$ cat src/rtl/serial_tx_arbiter.sv
// serial_tx_arbiter
//   Shares one serial line between N_REQ byte sources. A free-running
//   10-slot frame counter (slot 0 = start bit 0, slots 1..8 = data LSB
//   first, slot 9 = stop bit 1) runs in lockstep with a slot-locked receiver
//   that leaves reset on the same edge. Ownership of each frame is decided
//   round-robin on the slot-9 edge. Frames with no owner carry IDLE_BYTE.
//
//   Request/grant handshake: req[i] acts as a valid that the source holds,
//   with data[8*i+7:8*i] stable, until it sees grant[i]. grant[i] acts as the
//   ready/accept. It is a one-cycle pulse in slot 0, and a transfer happens
//   only in that cycle. Dropping req[i] before a slot-9 edge simply withdraws
//   it. Leaving req[i] high after grant[i] offers a new byte for the next
//   slot-9 edge.
//
//   The slot counter is the only sequencing state, and it is exported on
//   `slot` so frame position can be observed directly.
module serial_tx_arbiter #(
  parameter int         N_REQ     = 4,
  parameter logic [7:0] IDLE_BYTE = 8'h00
) (
  input  logic               clk,
  input  logic               reset,
  input  logic [N_REQ-1:0]   req,
  input  logic [8*N_REQ-1:0] data,
  output logic [N_REQ-1:0]   grant,
  output logic [2:0]         grant_id,
  output logic               active,
  output logic [3:0]         slot,
  output logic               frame_end,
  output logic               tx
);

  // Slot numbers that carry meaning within the frame.
  localparam logic [3:0] SLOT_FIRST = 4'd0;
  localparam logic [3:0] SLOT_MSB   = 4'd8;
  localparam logic [3:0] SLOT_LAST  = 4'd9;

  // After reset the last owner is the top index, so requester 0 is searched first.
  localparam logic [2:0] LAST_RESET = 3'(N_REQ - 1);

  // Registered state.
  logic [3:0]       slot_q,     slot_d;
  logic             tx_q,       tx_d;
  logic [7:0]       shift_q,    shift_d;
  logic [2:0]       last_q,     last_d;
  logic [N_REQ-1:0] grant_q,    grant_d;
  logic [2:0]       grant_id_q, grant_id_d;
  logic             active_q,   active_d;

  // Arbitration results, evaluated every cycle but used only in slot 9.
  logic             at_last;
  logic             win_found;
  logic [2:0]       win_idx;
  logic [7:0]       win_byte;
  logic [N_REQ-1:0] win_onehot;

  assign at_last = (slot_q == SLOT_LAST);

  // Round-robin search: take the first request above last_q, else wrap to the lowest.
  always_comb begin
    win_found = 1'b0;
    win_idx   = 3'd0;
    for (int i = 0; i < N_REQ; i++) begin
      if (!win_found && req[i] && (3'(i) > last_q)) begin
        win_found = 1'b1;
        win_idx   = 3'(i);
      end
    end
    for (int i = 0; i < N_REQ; i++) begin
      if (!win_found && req[i] && (3'(i) <= last_q)) begin
        win_found = 1'b1;
        win_idx   = 3'(i);
      end
    end
  end

  // Select the winner's byte and build its one-hot grant vector.
  always_comb begin
    win_byte   = IDLE_BYTE;
    win_onehot = '0;
    for (int i = 0; i < N_REQ; i++) begin
      if (win_found && (win_idx == 3'(i))) begin
        win_byte      = data[8*i +: 8];
        win_onehot[i] = 1'b1;
      end
    end
  end

  // Next-state logic: the slot counter, line encoding for the next slot,
  // and the frame latch on the slot-9 edge.
  always_comb begin
    slot_d     = at_last ? SLOT_FIRST : slot_q + 4'd1;
    tx_d       = tx_q;
    shift_d    = shift_q;
    last_d     = last_q;
    grant_id_d = grant_id_q;
    active_d   = active_q;
    grant_d    = '0;

    if (at_last) begin
      // The next slot is 0 (start bit), and the next frame's byte is chosen here.
      tx_d = 1'b0;
      if (win_found) begin
        shift_d    = win_byte;
        last_d     = win_idx;
        grant_id_d = win_idx;
        active_d   = 1'b1;
        grant_d    = win_onehot;
      end else begin
        shift_d  = IDLE_BYTE;
        active_d = 1'b0;
      end
    end else if (slot_q < SLOT_MSB) begin
      // The next slot is 1..8: present the next data bit, LSB first.
      tx_d    = shift_q[0];
      shift_d = {1'b0, shift_q[7:1]};
    end else begin
      // The next slot is 9 (stop bit).
      tx_d = 1'b1;
    end
  end

  // State registers. Asynchronous reset drops any frame in flight.
  always_ff @(posedge clk or negedge reset) begin
    if (!reset) begin
      slot_q     <= SLOT_FIRST;
      tx_q       <= 1'b0;
      shift_q    <= IDLE_BYTE;
      last_q     <= LAST_RESET;
      grant_q    <= '0;
      grant_id_q <= 3'd0;
      active_q   <= 1'b0;
    end else begin
      slot_q     <= slot_d;
      tx_q       <= tx_d;
      shift_q    <= shift_d;
      last_q     <= last_d;
      grant_q    <= grant_d;
      grant_id_q <= grant_id_d;
      active_q   <= active_d;
    end
  end

  assign slot      = slot_q;
  assign frame_end = at_last;
  assign tx        = tx_q;
  assign grant     = grant_q;
  assign grant_id  = grant_id_q;
  assign active    = active_q;

endmodule

$ cat config.mk
export PLATFORM = sky130hd
export DESIGN_NAME = serial_tx_arbiter
export DESIGN_NICKNAME = d
export VERILOG_FILES = /design/src/rtl/serial_tx_arbiter.sv
export SDC_FILE = /design/constraint.sdc
export NUM_CORES = 1
export LEC_CHECK = 0
export CAP_MARGIN = 15
export CORE_ASPECT_RATIO = 1.75
export CORE_MARGIN = 3
export CORE_UTILIZATION = 25
export CTS_BUF_LIST = sky130_fd_sc_hd__clkbuf_8
export DETAILED_ROUTE_END_ITERATION = 16
export PLACE_DENSITY = 0.56
export SYNTH_ARGS = -nofsm -noshare
export SYNTH_HDL_FRONTEND = slang
export SYNTH_SLANG_ARGS = --single-unit
$ cat constraint.sdc
create_clock -name clk -period 2.92 [get_ports clk]
set_input_delay 0.292 -clock clk [delete_from_list [all_inputs] [get_ports clk]]
set_output_delay 0.292 -clock clk [all_outputs]
set_load 0.005 [all_outputs]
==> run_results.csv, run 1 <==
group,metric,value,unit
outcome,status,"finished, final reports clean",
setup_path,crit_path_end_kind,"primary output",
cts,cts_buffer_depth,2,
placed_design,port_buffers,50,
sta,tightest_slew,0.6634,ns
pwr,p_clk_share,25.0,%
layout,fin_util,37.52,%
setup_path,cp.required,2.63,ns
drt,routed_via_density,4.857,
cts,cts_resized,0,
sta,finalCriticalPeriod,2.106,ns
setup_path,r2r-start,"slot[3]",
pwr,ir_worst_vdd,0.1448,mV
yosys,synth.area.mux_share,0,%
setup_path,rr_worst_depth,5,
drt,drt-initial-drc-count,94,
drt,wl_per_cell,15.77,µm
drt,ant_nets,0,
drt,drc,0,
yosys,synth_warnings,0,
pwr,p_leak,0.0008103,µW
cts,cts_sinks,22,
yosys,synth_fa_ha_area_share,0,%
sta,setup_tns,0,ns
cts,cts_tree,"yes",
placed_design,gp_congestion,0.8052,
grt,grt_pass1_vias,1361,
grt,antenna_found_initial,0,
die,io-pin-count,52,
cts,htreeDepth,1,
die,dieArea,6478,µm²
drt,wl,4178,µm
cts,cts_root_buffer,"clkbuf_8",
drt,drtPass1Iterations,4,
yosys,ys_ff_latch,22,
yosys,async_flop_share,100.0,%
grt,overflow,0,
grt,grt_pass1_wl,6851,µm
sta,finalCritPeriodShare,72.12,%
layout,synthToLayoutAreaGrowth,44.19,%
layout,final_nets,230,
die,die_y,104.2,µm
grt,track_usage,13.18,%
yosys,avgSynthCellArea,9.642,µm²
die,die_w,62.14,µm
yosys,netlist_area,1379,µm²
yosys,synth_edf_count,0,
yosys,synthFlopType,"dfrtp_1",
sta,finClkSkew,0.004628,ns
die,start_util,26.02,%
yosys,syn_nets,181,
pwr,switchingPower,263.8,µW
pwr,swShare,30.39,%
setup_path,crit_type,"flop to primary output",
layout,diodes,0,
die,coreArea,5299,µm²
yosys,synth-compound-area-share,34.48,%
setup_path,cp_max_fo,14,
die,row_count,35,
sta,fmax,474.9,MHz
pwr,p_per_area,436.6,nW/µm²
layout,final_common_cell,"clkdlybuf4s50_1",
setup_path,crit_path_start_kind,"flop",
placed_design,post-dp-hpwl,3068,µm
cts,clk_pin_slew_worst_paths,0.08,ns
grt,grt_max_degree,23,
cts,cts_hold_buf,0,
sta,hold_viol_final,0,
cts,cts_made_buffers,3,
drt,via_count,1287,
layout,layout_common_cells,"clkdlybuf4s50_1 (50), dfrtp_1 (20), nor2_1 (15), o21ai_0 (12), nand2_1 (11)",
setup_path,cp.arrival,1.81,ns
layout,layout-drive-gt1-share,15.18,%
cts,clkLatencyLatePin,0.26,ns
yosys,synthSimpleGateAreaFrac,17.33,%
setup_path,ff2ff_setup_slack,0.98,ns
sta,setup_viol,0,
yosys,synth_cell_types,46,
cts,postCtsSetupBuffers,0,
setup_path,r2r_end,"shift_q[2]",
sta,relSlewSlack,55.47,%
sta,slew_viol_final,0,
pwr,internal_power,604.2,µW
yosys,syn_inst,143,
yosys,synth_top_family_by_area,"compound AO/OA/AOI/OAI gates",
pwr,combinationalPowerShare,34.7,%
flow_run,drv_cap,0,
pwr,p_seq_share,40.3,%
sta,rsz0062_at_grt,"false",
yosys,yosysSeqAreaShare,40.11,%
yosys,synthXorXnorAreaFrac,0.6352,%
worst_hold_path,hp-class,"primary input to asynchronous set/reset pin",
## registers in the layout, summed over array words and instances, names as in the netlist
signal / count
slot: 4
tx: 1
grant: 4
last_q: 2
grant_id: 2
active: 1
shift_q: 8
## worst max-delay path, cell delays in order (launching register included)
cell and delay [ns]:
dfrtp_1 0.60, nand4bb_1 0.14, buf_4 0.21, inv_2 0.09, clkdlybuf4s50_1 0.50
## per-layer routing
layer	part of all wire [%]	track usage, %	wire length (µm)
met1	43	16.48	1802
met2	50	22.15	2105
met3	4.4	2.378	184
met4	2.1	5.380	86
met5	0	0	0
## cell type report
class,instances,area [µm²]
fill,551,3311
tap,74,92.59
multi-input combinational,103,726.9
clock buffer,4,55.05
inverter,8,30.03
timing repair buffer,54,530.5
sequential,22,553.0
## kinds of logic (layout without fill, tap and decap cells)
family | Yosys count | count (layout)
xor+xnor | 1 | 1
flops | 22 | 22
other cells | 1 | 1
compound gates | 56 | 56
simple gates | 45 | 45
buf+inv | 18 | 66
## power by group through the flow
stage,combinational (µW),sequential (µW),clock [µW]
after floorplan,215,337,0
after global placement,302,357,0
after detailed placement,304,356,0
after CTS,305,351,226
after global routing,332,353,236
final,301,350,217
## cells in the mapped netlist (2+ instances only)
| library cell | n | area, µm² |
|---|---|---|
| dfrtp_1 | 20 | 500.5 |
| nor2_1 | 15 | 56.30 |
| o21ai_0 | 12 | 60.06 |
| nand2_1 | 11 | 41.29 |
| inv_1 | 6 | 22.52 |
| o221ai_1 | 6 | 52.55 |
| a211oi_2 | 5 | 62.56 |
| a221oi_2 | 5 | 75.07 |
| o21ai_1 | 5 | 25.02 |
| buf_2 | 4 | 20.02 |
| nor2b_1 | 4 | 25.02 |
| a21oi_1 | 3 | 15.01 |
| buf_4 | 3 | 22.52 |
| o22a_1 | 3 | 26.28 |
| o22ai_1 | 3 | 18.77 |
| a221oi_1 | 2 | 17.52 |
| buf_6 | 2 | 22.52 |
| dfstp_2 | 2 | 52.55 |
| inv_2 | 2 | 7.510 |
| nor2b_4 | 2 | 27.53 |
| nor3_1 | 2 | 10.01 |
| or3b_1 | 2 | 17.52 |
## through the flow
stage	instance area [µm²]	total power, µW	setup WS, ns	cells	hold WS (ns)
3_3_place_gp	1933	658.6	0.5685	261	0.4840
4_1_cts	1988	881.6	0.8171	265	0.3823
2_1_floorplan	1379	551.7	1.201	143	-0.003591
5_1_grt	1988	921.3	0.6903	265	0.4008
3_5_place_dp	1933	660.3	0.5689	261	0.4887
6_report	1988	868.0	0.8141	265	0.3764
## worst max-delay path by stage
| stage | start | endpoint | slack (ns) | cells after the start |
|---|---|---|---|---|
| after floorplan | last_q[0] | shift_q[7] | 1.20 | 7 |
| after global placement | req[3] | shift_q[3] | 0.57 | 6 |
| after detailed placement | req[3] | shift_q[4] | 0.57 | 6 |
| after CTS | slot[3] | frame_end | 0.82 | 4 |
| after global routing | req[3] | shift_q[1] | 0.69 | 6 |
| final | slot[3] | frame_end | 0.81 | 4 |
Power figures use the tool's default switching activity.
==> run 2, diff against run 1 <==
- PLACE_DENSITY: 0.56 -> 0.58
- clock period: 2.92 -> 1.8 ns (I/O delays scaled with it)
==> run_results.csv, run 2 (synthesized netlist as in run 1, its figures left out) <==
group,metric,value,unit
setup_path,crit_type,"flop to flop",
drt,drc,0,
layout,regMostFlops,"shift_q",
setup_path,cp.required,1.95,ns
drt,wl_met3,149,µm
placed_design,dp_cells,285,
cts,cts_buffer_depth,2,
sta,finalCriticalPeriod,1.795,ns
layout,seq_area,553.0,µm²
sta,finalCritPeriodShare,99.74,%
layout,largest_reg_flops,8,
die,coreArea,5299,µm²
drt,ant_nets,0,
drt,via_count,1380,
sta,finClkSkew,0.005700,ns
grt,track_usage,13.27,%
pwr,p_clk_share,20.9,%
sta,rsz0062_at_grt,"true",
sta,slew_viol_final,0,
drt,wl,4297,µm
setup_path,cp_max_fo,8,
placed_design,post-dp-hpwl,3296,µm
pwr,p_leak,0.0009519,µW
pwr,p_seq_share,36.8,%
setup_path,crit_path_end_kind,"flop",
placed_design,port_buffers,50,
setup_path,cp-startpoint,"last_q[0]",
setup_path,r2r_end,"shift_q[6]",
pwr,internal_power,1047,µW
layout,layout.cells.non_filler,290,
setup_path,crit_end,"shift_q[6]",
layout,fillers,521,
layout,final_nets,255,
drt,drt-met1-wl,1787,µm
grt,antenna_found_initial,0,
setup_path,ff2ff_setup_slack,0.005,ns
pwr,swShare,31.29,%
outcome,status,"finished, final reports clean",
layout,layout_common_cells,"clkdlybuf4s50_1 (50), buf_4 (27), dfrtp_1 (20), nor2_1 (15), o21ai_0 (12)",
cts,cts_hold_buf,0,
pwr,ir_worst_vdd,0.2574,mV
drt,route.met2.wl,2294,µm
die,dieArea,6478,µm²
drt,top_layer,"met4",
die,io-pin-count,52,
drt,wl_per_cell,14.82,µm
sta,hold_viol_final,0,
cts,cts_made_buffers,3,
grt,overflow,0,
pwr,switchingPower,477.1,µW
drt,drtPass1Iterations,4,
layout,synthToLayoutAreaGrowth,62.43,%
setup_path,rr_worst_depth,6,
layout,layout-drive-gt1-share,27.78,%
pwr,p_per_area,680.7,nW/µm²
cts,htreeDepth,1,
die,die_w,62.14,µm
grt,grt_pass1_wl,6927,µm
grt,grt_max_degree,23,
sta,setup_viol,0,
layout,final_common_cell,"clkdlybuf4s50_1",
drt,routed_via_density,4.759,
worst_hold_path,hp-class,"primary input to asynchronous set/reset pin",
die,start_util,26.02,%
cts,cts_root_buffer,"clkbuf_8",
grt,grt_pass1_vias,1435,
setup_path,cp.arrival,1.95,ns
layout,multiInputGateArea,784.5,µm²
cts,clk_pin_slew_worst_paths,0.08,ns
cts,clkLatencyLatePin,0.26,ns
cts,cts_tree,"yes",
sta,fmax,557.0,MHz
placed_design,gp_congestion,0.8731,
flow_run,drv_cap,0,
drt,drt-initial-drc-count,101,
die,die_y,104.2,µm
pwr,power,1525,µW
pwr,combinationalPowerShare,42.4,%
setup_path,crit_path_start_kind,"flop",
cts,cts_sinks,22,
die,row_count,35,
setup_path,r2r-start,"last_q[0]",
layout,diodes,0,
-- run 2: metrics by stage --
step | worst slack [ns] | setup TNS (ns) | cell area (µm²) | utilization, % | hold WS (ns)
finish | 0.004696 | 0 | 2240 | 42.27 | 0.2702
global route | -0.05157 | -0.1503 | 2240 | 42.27 | 0.3040
CTS | -0.0008757 | -0.0008757 | 2178 | 41.11 | 0.2770
detailed placement | -0.1657 | -1.142 | 2126 | 40.12 | 0.4711
global placement | -0.1466 | -1.118 | 2126 | 40.12 | 0.4659
floorplan | 0.08057 | 0 | 1379 | - | -0.1156
-- run 2: worst min path at each step --
stage               start  cells past startpoint  slack, ns       end
4_1_cts             reset                      2       0.28  grant[1]
3_3_place_gp   shift_q[0]                      2       0.47        tx
6_report            reset                      2       0.27  grant[3]
3_5_place_dp   shift_q[0]                      2       0.47        tx
2_1_floorplan       reset                      0      -0.12    active
5_1_grt             reset                      2       0.30  grant[1]
-- run 2: worst max-delay path, stage by stage (launching register included) --
cell	delay, ns
dfstp_2	0.66
or2_4	0.16
o311ai_2	0.11
and2_4	0.19
buf_6	0.13
a221oi_1	0.32
o21ai_1	0.11
-- run 2: area by class of cell --
class | instances | area share [%]
multi-input cells | 103 | 35.03
clock inverters | 1 | 0.1676
flip-flops and latches | 22 | 24.69
repair buffers | 79 | 32.79
inverters | 8 | 1.341
clock buffers | 3 | 1.844
well taps | 74 | 4.134
-- run 2: layer usage --
| metal | GRT usage, % | up-vias |
|---|---|---|
| met5 | 0 | - |
| met4 | 3.956 | 0 |
| met3 | 2.054 | 6 |
| met2 | 23.61 | 42 |
| met1 | 16.27 | 655 |
| li1 | - | 677 |
-- run 2: repair_timing --
item	in CTS	in global routing
setup endpoints to repair	3	9
pin swaps	1	3
buffers inserted	1	0
gates resized for setup	0	11
cloned	0	0
-- run 2: power groups by stage --
stage / clock network (µW) / logic (µW) / registers, µW
2_1_floorplan: 0 / 348 / 547
3_3_place_gp: 0 / 599 / 570
3_5_place_dp: 0 / 602 / 570
4_1_cts: 331 / 614 / 558
5_1_grt: 341 / 699 / 565
6_report: 319 / 646 / 560
